**src/rtl/gps_gate_sequencer_pkg.sv**
```systemverilog
// Shared definitions for the GPS-disciplined gate sequencer: state encoding
// (also used by the SPI status register map) and default sizing.
package gps_gate_sequencer_pkg;

  typedef enum logic [1:0] {
    ST_IDLE = 2'd0,
    ST_SYNC = 2'd1,
    ST_GATE = 2'd2
  } gate_state_t;

  localparam int DEFAULT_COUNT_WIDTH = 35;

  // Pulse loss is declared after 1.2 s of reference clock without an edge.
  localparam int REF_CLK_HZ             = 5_000_000;
  localparam int DEFAULT_TIMEOUT_CYCLES = REF_CLK_HZ * 6 / 5;
  localparam int DEFAULT_TIMEOUT_WIDTH  = $clog2(DEFAULT_TIMEOUT_CYCLES);

endpackage

```
**src/rtl/gps_gate_sequencer_pulse_edge_sync.sv**
```systemverilog
// Two-flop synchroniser for an asynchronous input plus a one-cycle strobe on
// each synchronised rising edge; falling edges are ignored.
module pulse_edge_sync (
  input  logic clk,
  input  logic rst_n,
  input  logic din,
  output logic strobe
);

  logic sync_p0;
  logic sync_p1;
  logic sync_p2;

  always_ff @(posedge clk or negedge rst_n) begin
    if (!rst_n) begin
      sync_p0 <= 1'b0;
      sync_p1 <= 1'b0;
      sync_p2 <= 1'b0;
    end else begin
      sync_p0 <= din;
      sync_p1 <= sync_p0;
      sync_p2 <= sync_p1;
    end
  end

  assign strobe = sync_p1 & ~sync_p2;

endmodule

```
**src/rtl/gps_gate_sequencer.sv**
```systemverilog
// Gate sequencer for the reference-clock frequency counter: opens and closes
// counting gates on synchronised GPS pulse events and latches each result.
module gps_gate_sequencer
  import gps_gate_sequencer_pkg::*;
#(
  parameter int COUNT_WIDTH    = DEFAULT_COUNT_WIDTH,
  parameter int GATE_WIDTH     = 4,
  parameter int TIMEOUT_CYCLES = DEFAULT_TIMEOUT_CYCLES,
  parameter int TIMEOUT_WIDTH  = 23
) (
  input  logic                   system_clk,
  input  logic                   rst_n,
  input  logic                   enable,
  input  logic                   pps_in,
  input  logic [GATE_WIDTH-1:0]  gate_len,
  output logic [COUNT_WIDTH-1:0] result,
  output logic                   result_valid,
  input  logic                   result_ack,
  output logic                   result_saturated,
  output logic                   overrun,
  output logic                   pps_lost,
  input  logic                   clear_flags,
  output logic [1:0]             gate_state
);

  localparam logic [COUNT_WIDTH-1:0]   CNT_MAX  = '1;
  localparam logic [COUNT_WIDTH-1:0]   CNT_NEAR = CNT_MAX - 1'b1;
  localparam logic [TIMEOUT_WIDTH-1:0] TMO_LAST = TIMEOUT_WIDTH'(TIMEOUT_CYCLES - 1);

  function automatic logic [COUNT_WIDTH-1:0] sat_inc(input logic [COUNT_WIDTH-1:0] v);
    return (v == CNT_MAX) ? v : v + 1'b1;
  endfunction

  gate_state_t              state;
  gate_state_t              state_next;
  logic                     evt;
  logic [COUNT_WIDTH-1:0]   cnt;
  logic                     sat_flag;
  logic [GATE_WIDTH-1:0]    ivl;
  logic [GATE_WIDTH-1:0]    len_q;
  logic [TIMEOUT_WIDTH-1:0] tmo;
  logic                     in_gate;
  logic                     open_gate;
  logic                     final_evt;
  logic                     timeout_hit;
  logic                     run;
  logic                     set_overrun;

  pulse_edge_sync u_pps_sync (
    .clk    (system_clk),
    .rst_n  (rst_n),
    .din    (pps_in),
    .strobe (evt)
  );

  // A final event closes one gate and opens the next in the same cycle.
  assign in_gate     = (state == ST_GATE);
  assign open_gate   = enable && evt && ((state == ST_SYNC) || (in_gate && (ivl == len_q)));
  assign final_evt   = open_gate && in_gate;
  assign timeout_hit = enable && in_gate && !evt && (tmo == TMO_LAST);
  assign run         = enable && in_gate && !timeout_hit;
  assign set_overrun = final_evt && result_valid && !result_ack;
  assign gate_state  = state;

  always_ff @(posedge system_clk or negedge rst_n) begin
    if (!rst_n) state <= ST_IDLE;
    else        state <= state_next;
  end

  always_comb begin
    state_next = state;
    if (!enable) begin
      state_next = ST_IDLE;
    end else begin
      case (state)
        ST_IDLE: state_next = ST_SYNC;
        ST_SYNC: if (evt) state_next = ST_GATE;
        ST_GATE: if (timeout_hit) state_next = ST_SYNC;
        default: state_next = ST_IDLE;
      endcase
    end
  end

  // Counting stage: cycle counter, interval counter and timeout counter.
  always_ff @(posedge system_clk or negedge rst_n) begin
    if (!rst_n) begin
      cnt      <= '0;
      sat_flag <= 1'b0;
      ivl      <= '0;
      len_q    <= '0;
      tmo      <= '0;
    end else if (open_gate) begin
      cnt      <= '0;
      sat_flag <= 1'b0;
      ivl      <= '0;
      len_q    <= gate_len;
      tmo      <= '0;
    end else if (run) begin
      cnt <= sat_inc(cnt);
      if (cnt == CNT_NEAR) sat_flag <= 1'b1;
      tmo <= evt ? '0 : tmo + 1'b1;
      if (evt) ivl <= ivl + 1'b1;
    end else begin
      cnt      <= '0;
      sat_flag <= 1'b0;
      ivl      <= '0;
      tmo      <= '0;
    end
  end

  // Result stage: latch on final event; a coincident ack loses to the new result.
  always_ff @(posedge system_clk or negedge rst_n) begin
    if (!rst_n) begin
      result           <= '0;
      result_valid     <= 1'b0;
      result_saturated <= 1'b0;
      overrun          <= 1'b0;
      pps_lost         <= 1'b0;
    end else begin
      if (final_evt) begin
        result           <= sat_inc(cnt);
        result_saturated <= sat_flag;
        result_valid     <= 1'b1;
      end else if (result_ack) begin
        result_valid <= 1'b0;
      end
      overrun  <= set_overrun | (overrun & ~clear_flags);
      pps_lost <= timeout_hit | (pps_lost & ~clear_flags);
    end
  end

endmodule

```
**config.mk**
```make
export PLATFORM = sky130hd
export DESIGN_NAME = gps_gate_sequencer
export DESIGN_NICKNAME = d
export VERILOG_FILES = /design/src/rtl/gps_gate_sequencer_pkg.sv /design/src/rtl/gps_gate_sequencer_pulse_edge_sync.sv /design/src/rtl/gps_gate_sequencer.sv
export SDC_FILE = /design/constraint.sdc
export NUM_CORES = 1
export LEC_CHECK = 0
export CORE_MARGIN = 8
export CORE_UTILIZATION = 57
export DETAILED_ROUTE_END_ITERATION = 12
export GPL_ROUTABILITY_DRIVEN = 0
export MAX_ROUTING_LAYER = met4
export PLACE_DENSITY = 0.8
export SYNTH_ARGS = -nofsm -noshare
export SYNTH_HDL_FRONTEND = slang
export SYNTH_SLANG_ARGS = --single-unit
```
**constraint.sdc**
```tcl
create_clock -name system_clk -period 2.6 [get_ports system_clk]
set_clock_uncertainty 0.05 [all_clocks]
set_input_delay 0.52 -clock system_clk [delete_from_list [all_inputs] [get_ports system_clk]]
set_output_delay 0.52 -clock system_clk [all_outputs]
set_load 0.005 [all_outputs]
```
==> summary.md, run 1 <==
| Metric | Value |
|---|---|
| Crit-path max FO | `7` |
| Post-synth top area cell | `dfrtp_1` |
| Syn_nets | `516` |
| Longest Clk Path Bufs | `2` |
| Least-Margin Pin Slew | `0.508 ns` |
| TritonCTS Sinks | `111` |
| Initial antenna violation count | `0` |
| Clock Tree Root | `clkbuf_8` |
| Global Route Usage Sum | `18.9%` |
| Die area | `0.0120 mm^2` |
| Unrepaired setup endpoints after global routing | `no` |
| Complex-gate fraction of the synthesized area | `5.73%` |
| YS warnings | `0` |
| Main combinational cell family by area after synthesis | `simple AND/OR/NAND/NOR gates` |
| Starting Density | `58.2%` |
| Nets | `573` |
| Final hold vios | `0` |
| Total Wirelength | `10.5 mm` |
| IO buf count | `50` |
| Vias in the first global route | `3893` |
| Status | `finished, final reports clean` |
| CORE AREA | `0.00859 mm^2` |
| Die span in y | `110 um` |
| Final worst-path cycle share | `91.1%` |
| Multi-input logic area | `0.00211 mm^2` |
| DRC Markers | `0` |
| Chip Width | `110 um` |
| Largest net degree at the start of global routing | `60` |
| Leak | `2.42 nW` |
| Mux contribution to synthesized area | `1.73%` |
| CTS clk-pin slew, worst paths | `0.11 ns` |
| Kind of critical path | `reg -> reg` |
| HP Class | `in -> async` |
| Synth top area share | `55.6%` |
| EDFF count, synth | `0` |
| CTS buffer count | `9` |
| Library cells used by synthesis | `41` |
| Cts repair resizes | `0` |
| Normalized max-slew margin | `65.8%` |
| Site row count | `34` |
| Via density | `5.66` |
| Drt wl/cell | `15.6 um` |
| CTS tree | `done` |
| Final Power | `2.88 mW` |
| Gr ovfl total | `0` |
| Cells after Synth | `502` |
| Yosys reg bits | `111` |
| Critical path data arrival time | `2.58 ns` |
| CP endpoint kind | `flop` |
| Sequential area share after synthesis | `55.6%` |
| Syn Area/Cell | `9.95 um^2` |
| Predominant post-synthesis flop cell | `dfrtp_1` |
| Power per cell area | `489 mW/mm^2` |
| Total iterations of the first detailed-routing run | `5` |
| Number of routed nets with antenna violations | `0` |
| Startpoint types | `flop` |
| Vias | `3801` |
| Clock latency on the worst-skew pair | `0.37 ns` |
| Num ports | `51` |
| Simple-gate share of the synthesized area | `24.0%` |
| Initial drt markers | `184` |
| Register area | `0.00278 mm^2` |
| CTS H-tree lvls | `3` |
| Post-Synth XOR/XNOR Area | `9.81%` |
| Post-DP HPWL | `7.50 mm` |
| Tmin final | `2.37 ns` |
| Max-Cap Viols | `0` |
| Ys async rst share | `100%` |
| Endpoints failing setup | `0` |
| Setup total negative slack | `0 ns` |
| Maximum clock frequency | `422 MHz` |
| Largest cells by area after synthesis | `dfrtp_1 (56%), xor2_1 (6.3%), nor2_1 (5.9%), nand2_1 (4.9%), xnor2_1 (3.5%)` |
| Ant. Diodes | `0` |
| Fillers | `671` |
| Layout area overhead | `17.6%` |
| Adder-Cell Fraction of Synth Area | `1.00%` |
| Mapped cell area | `0.00500 mm^2` |
| Final slew viol count | `0` |
| WP data required | `2.81 ns` |
| First-pass GRT wire length | `17.9 mm` |
| Maximum VDD drop | `351 uV` |
| Layout cells sized above 1 | `7.45%` |
| R2R Setup Slk | `0.23 ns` |
## report_power, final
part           internal, mW  switching, mW
combinational        0.0551         0.0611
sequential             1.75         0.0203
clock                 0.375          0.615
## Yosys cell counts (5+ instances only)
master and instances:
dfrtp_1 111, nor2_1 79, nand2_1 65, xor2_1 36
nand3_1 28, o21ai_0 27, nand4_1 22, xnor2_1 20
o21ai_1 13, clkbuf_1 12, inv_1 10, and3_1 9
nor3_1 9, nor4_1 7, mux2_2 5
## cell usage in the layout (no fill, tap or decap), types with 7 or more instances in the layout
cell and instances:
nand2_1 64, nor4_1 7, clkbuf_8 9, nor3_1 9
nand4_1 22, nand3_1 28, o21ai_1 13, inv_1 10
xor2_1 36, xnor2_1 20, and3_1 9, dfrtp_1 111
clkdlybuf4s50_1 49, nor2_1 79, buf_4 10, o21ai_0 27
## sequential cells by signal (all words and copies together) (netlist names)
name                flops
tmo                    23
sat_flag                1
result                 35
u_pps_sync.sync_p1      1
cnt                    35
gate_state              2
result_valid            1
len_q                   4
pps_lost                1
ivl                     4
result_saturated        1
u_pps_sync.sync_p2      1
overrun                 1
u_pps_sync.sync_p0      1
## worst paths after layout
check	from	to	cells past startpoint
setup / recovery	cnt[1]	result[8]	7
hold / removal	rst_n	gate_state[1]	1
setup reg to reg	cnt[1]	result[8]	7
hold reg to reg	u_pps_sync.sync_p0	u_pps_sync.sync_p1	0
max in group asynchronous	rst_n	cnt[30]	2
min in group system_clk	u_pps_sync.sync_p0	u_pps_sync.sync_p1	0
## metal layers
layer / vias up / global-route usage, % / wire, um
met3: 19 / 4.10 / 361
li1: 1824 / - / -
met2: 80 / 32.3 / 5400
met1: 1878 / 22.1 / 4520
met4: 0 / 5.11 / 184
met5: - / - / 0
## worst max-delay path, cell delays in order (launching register included)
cell and delay, ns:
dfrtp_1 0.45, ha_1 0.20, nand3_1 0.24, nor4_1 0.42, nor4b_4 0.43, nor3_1 0.11
xnor2_1 0.25, o21ai_1 0.11
## metrics by stage
stage / utilization (%) / setup slack (ns) / instance area, um^2 / hold WS [ns] / cells
after global placement: 66.0 / 0.353 / 5670 / 0.283 / 654
after floorplan: - / 0.579 / 5000 / 0.174 / 502
final: 68.4 / 0.232 / 5880 / 0.0225 / 672
after global routing: 68.4 / 0.00332 / 5880 / 0.0333 / 672
after CTS: 68.2 / 0.192 / 5860 / 0.0224 / 670
after detailed placement: 66.0 / 0.225 / 5670 / 0.287 / 654
## cells by family after synthesis
family	Yosys count
AOI/OAI and AO/OA	51
muxes	8
and+or+nand+nor	246
buffers and inverters	26
xor gates and xnor gates	56
DFF	111
adders and majority gates	4
## what timing repair did
| action | CTS | global route |
|---|---|---|
| setup endpoints to repair | 0 | 4 |
| setup buffers | 0 | 2 |
| hold buffers | 0 | 0 |
## final cells by class
cell class	count	area share (%)
clock inverters	6	1.04
inverters	10	0.639
well taps	108	2.30
repair buffers	62	10.6
clock buffers	10	2.17
multi-input cells	365	36.0
flip-flops and latches	111	47.3
Power figures use the tool's default switching activity.
==> run 2, diff against run 1 <==
==> constraint.sdc (replaced) <==
create_clock -name system_clk -period 2.61 [get_ports system_clk]
set_clock_uncertainty 0.05 [all_clocks]
set_input_delay 0.522 -clock system_clk [delete_from_list [all_inputs] [get_ports system_clk]]
set_output_delay 0.522 -clock system_clk [all_outputs]
set_load 0.005 [all_outputs]
==> run 2 against run 1 <==
Effect of this change:
- clock-buffer cell count shrank 1
- largest power group unchanged
- die area unchanged
- power rose by 4.0%
- combinational power hardly changed
- utilization grew 0.23 points
- hold slack worse by 0.0062 ns
- sequential power is essentially flat
- final cell count unchanged
- final area increased by 0.34%
- non-clock buffer count unchanged
- clock power up 12%
==> summary.md, run 2 (synthesis results as in run 1) <==
| Metric | Value |
|---|---|
| WP data required | `2.82 ns (about the same)` |
| Post-CTS Setup Inserts | `0 (unchanged)` |
| Die area | `0.0120 mm^2 (unchanged)` |
| Number of routed nets with antenna violations | `0 (unchanged)` |
| Global Route Usage Sum | `19.3% (+0.40 points)` |
| Initial antenna violation count | `0 (unchanged)` |
| Drt wl/cell | `15.7 um (+0.73%)` |
| CTS tree | `done` |
| Via density | `5.60 (-0.92%)` |
| Gr ovfl total | `0 (unchanged)` |
| CTS clk-pin slew, worst paths | `0.10 ns (about the same)` |
| Final slew viol count | `0 (unchanged)` |
| Crit-path max FO | `7 (unchanged)` |
| Leak | `2.43 nW (+0.15%)` |
| Layout area overhead | `18.0%` |
| HP Class | `in -> async` |
| Least-Margin Pin Slew | `0.546 ns (+0.0374 ns)` |
| CTS buffer count | `9 (unchanged)` |
| Power per cell area | `507 mW/mm^2 (+3.7%)` |
| Die span in y | `110 um (unchanged)` |
| Final worst-path cycle share | `88.3% (-2.7 points)` |
| Final hold vios | `0 (unchanged)` |
| Endpoints failing setup | `0 (unchanged)` |
| Chip Width | `110 um (unchanged)` |
| Starting Density | `58.2% (unchanged)` |
| Normalized max-slew margin | `63.3% (-2.5 points)` |
| Final hold slack | `0.0163 ns (-0.00620 ns)` |
| Layout cells sized above 1 | `7.62% (+0.18 points)` |
| Site row count | `34 (unchanged)` |
| Longest Clk Path Bufs | `2 (unchanged)` |
| Maximum clock frequency | `434 MHz (+2.7%)` |
| IO buf count | `50 (unchanged)` |
| Status | `finished, final reports clean` |
| Commonest non-fill, non-tap cell in the layout | `dfrtp_1` |
| R2R Setup Slk | `0.30 ns (+0.07 ns)` |
| Num ports | `51 (unchanged)` |
| Clock Tree Root | `clkbuf_8` |
| Post-DP HPWL | `7.56 mm (+0.83%)` |
| Startpoint types | `flop` |
| Total iterations of the first detailed-routing run | `4 (-1)` |
| Largest net degree at the start of global routing | `60 (unchanged)` |
| Total Wirelength | `10.5 mm (+0.73%)` |
| CORE AREA | `0.00859 mm^2 (unchanged)` |
| TritonCTS Sinks | `111 (unchanged)` |
| Setup total negative slack | `0 ns (unchanged)` |
| Clock latency on the worst-skew pair | `0.37 ns (about the same)` |
| CP endpoint kind | `flop` |
| Initial drt markers | `163 (-11%)` |
| Maximum VDD drop | `370 uV (+5.5%)` |
| DRC Markers | `0 (unchanged)` |
| Critical path data arrival time | `2.51 ns (-0.07 ns)` |
| Top Registers | `cnt (35), result (35), tmo (23)` |
| Nets | `573 (unchanged)` |
| CTS H-tree lvls | `3 (unchanged)` |
| Tmin final | `2.31 ns (-0.0625 ns)` |
| Cts repair resizes | `0 (unchanged)` |
| Vias | `3766 (-0.92%)` |
| CTS Hold Bufs | `0 (unchanged)` |
| Ant. Diodes | `0 (unchanged)` |
| Fillers | `645 (-3.9%)` |
| Kind of critical path | `reg -> reg` |
| Commonest cells after routing, fill and taps aside | `dfrtp_1 (111), nor2_1 (79), nand2_1 (64), clkdlybuf4s50_1 (49), xor2_1 (36)` |
| Vias in the first global route | `3959 (+1.7%)` |
| Max-Cap Viols | `0 (unchanged)` |
| Unrepaired setup endpoints after global routing | `no` |
| First-pass GRT wire length | `18.2 mm (+1.7%)` |
## run 2: cell count changes in the layout (fill, tap and decap cells not counted)
cell        change
clkinv_8        -1
buf_4           +1
buf_12          -1
clkinv_2        +1
inv_6           -3
bufinv_16       +2
clkinv_4        +2
clkbuf_1        -1
inv_8           -1
clkinvlp_4      +1
## run 2: layout make-up
| class | count | area [um^2] | area share, % |
|---|---|---|---|
| Inverter | 10 | 37.5 | 0.636 |
| Clock buffer | 9 | 124 | 2.10 |
| Tap cell | 108 | 135 | 2.29 |
| Timing Repair Buffer | 62 | 613 | 10.4 |
| Multi-Input combinational cell | 365 | 2110 | 35.8 |
| Clock inverter | 7 | 97.6 | 1.65 |
| Sequential cell | 111 | 2780 | 47.1 |
## run 2: critical path, stage by stage, from the launching register on
cell	delay [ns]
dfrtp_1	0.44
ha_1	0.20
nand3_1	0.22
nor4_1	0.40
nor4b_4	0.43
nor3_1	0.13
xnor2_1	0.23
o21ai_1	0.10
## run 2: per-stage QoR
step                      instances  utilization, %  worst slack (ns)  cell area [um^2]  total power [mW]
after floorplan                 502               -             0.589              5000              1.84
after global placement          656            66.1             0.413              5680              1.91
after detailed placement        656            66.1             0.327              5680              1.92
after CTS                       672            68.6             0.299              5900              3.03
after global routing            672            68.6            0.0153              5900              3.09
final                           672            68.6             0.305              5900              2.99
## run 2: final timing paths
| kind | end | depth (start not counted) | start |
|---|---|---|---|
| min reg2reg | u_pps_sync.sync_p1 | 0 | u_pps_sync.sync_p0 |
| max reg2reg | result[6] | 7 | cnt[1] |
| min | tmo[10] | 1 | rst_n |
| min in group system_clk | u_pps_sync.sync_p1 | 0 | u_pps_sync.sync_p0 |
| max in group asynchronous | result[28] | 2 | rst_n |
| max | result[6] | 7 | cnt[1] |
## run 2: power by group
part / switching, mW / internal (mW) / leakage [nW]
combinational: 0.0625 / 0.0553 / 0.787
sequential: 0.0181 / 1.74 / 1.53
clock: 0.572 / 0.542 / 0.105
## run 2: routing by layer
layer  global-route usage (%)  vias to the layer above  wire length, um
met1                     22.9                     1844             4630
met5                        -                        -                0
met4                     6.75                        0              200
met3                     3.87                       19              363
met2                     32.2                       76             5350
li1                         -                     1827                -
==> run 3, diff against run 2 <==
--- a/config.mk
+++ b/config.mk
@@ -11,6 +11,7 @@
 export GPL_ROUTABILITY_DRIVEN = 0
 export MAX_ROUTING_LAYER = met4
 export PLACE_DENSITY = 0.8
+export SLEW_MARGIN = 25
 export SYNTH_ARGS = -nofsm -noshare
 export SYNTH_HDL_FRONTEND = slang
 export SYNTH_SLANG_ARGS = --single-unit
==> results of run 3 <==
The final DEF is identical to that of run 2; final timing and power are the same.
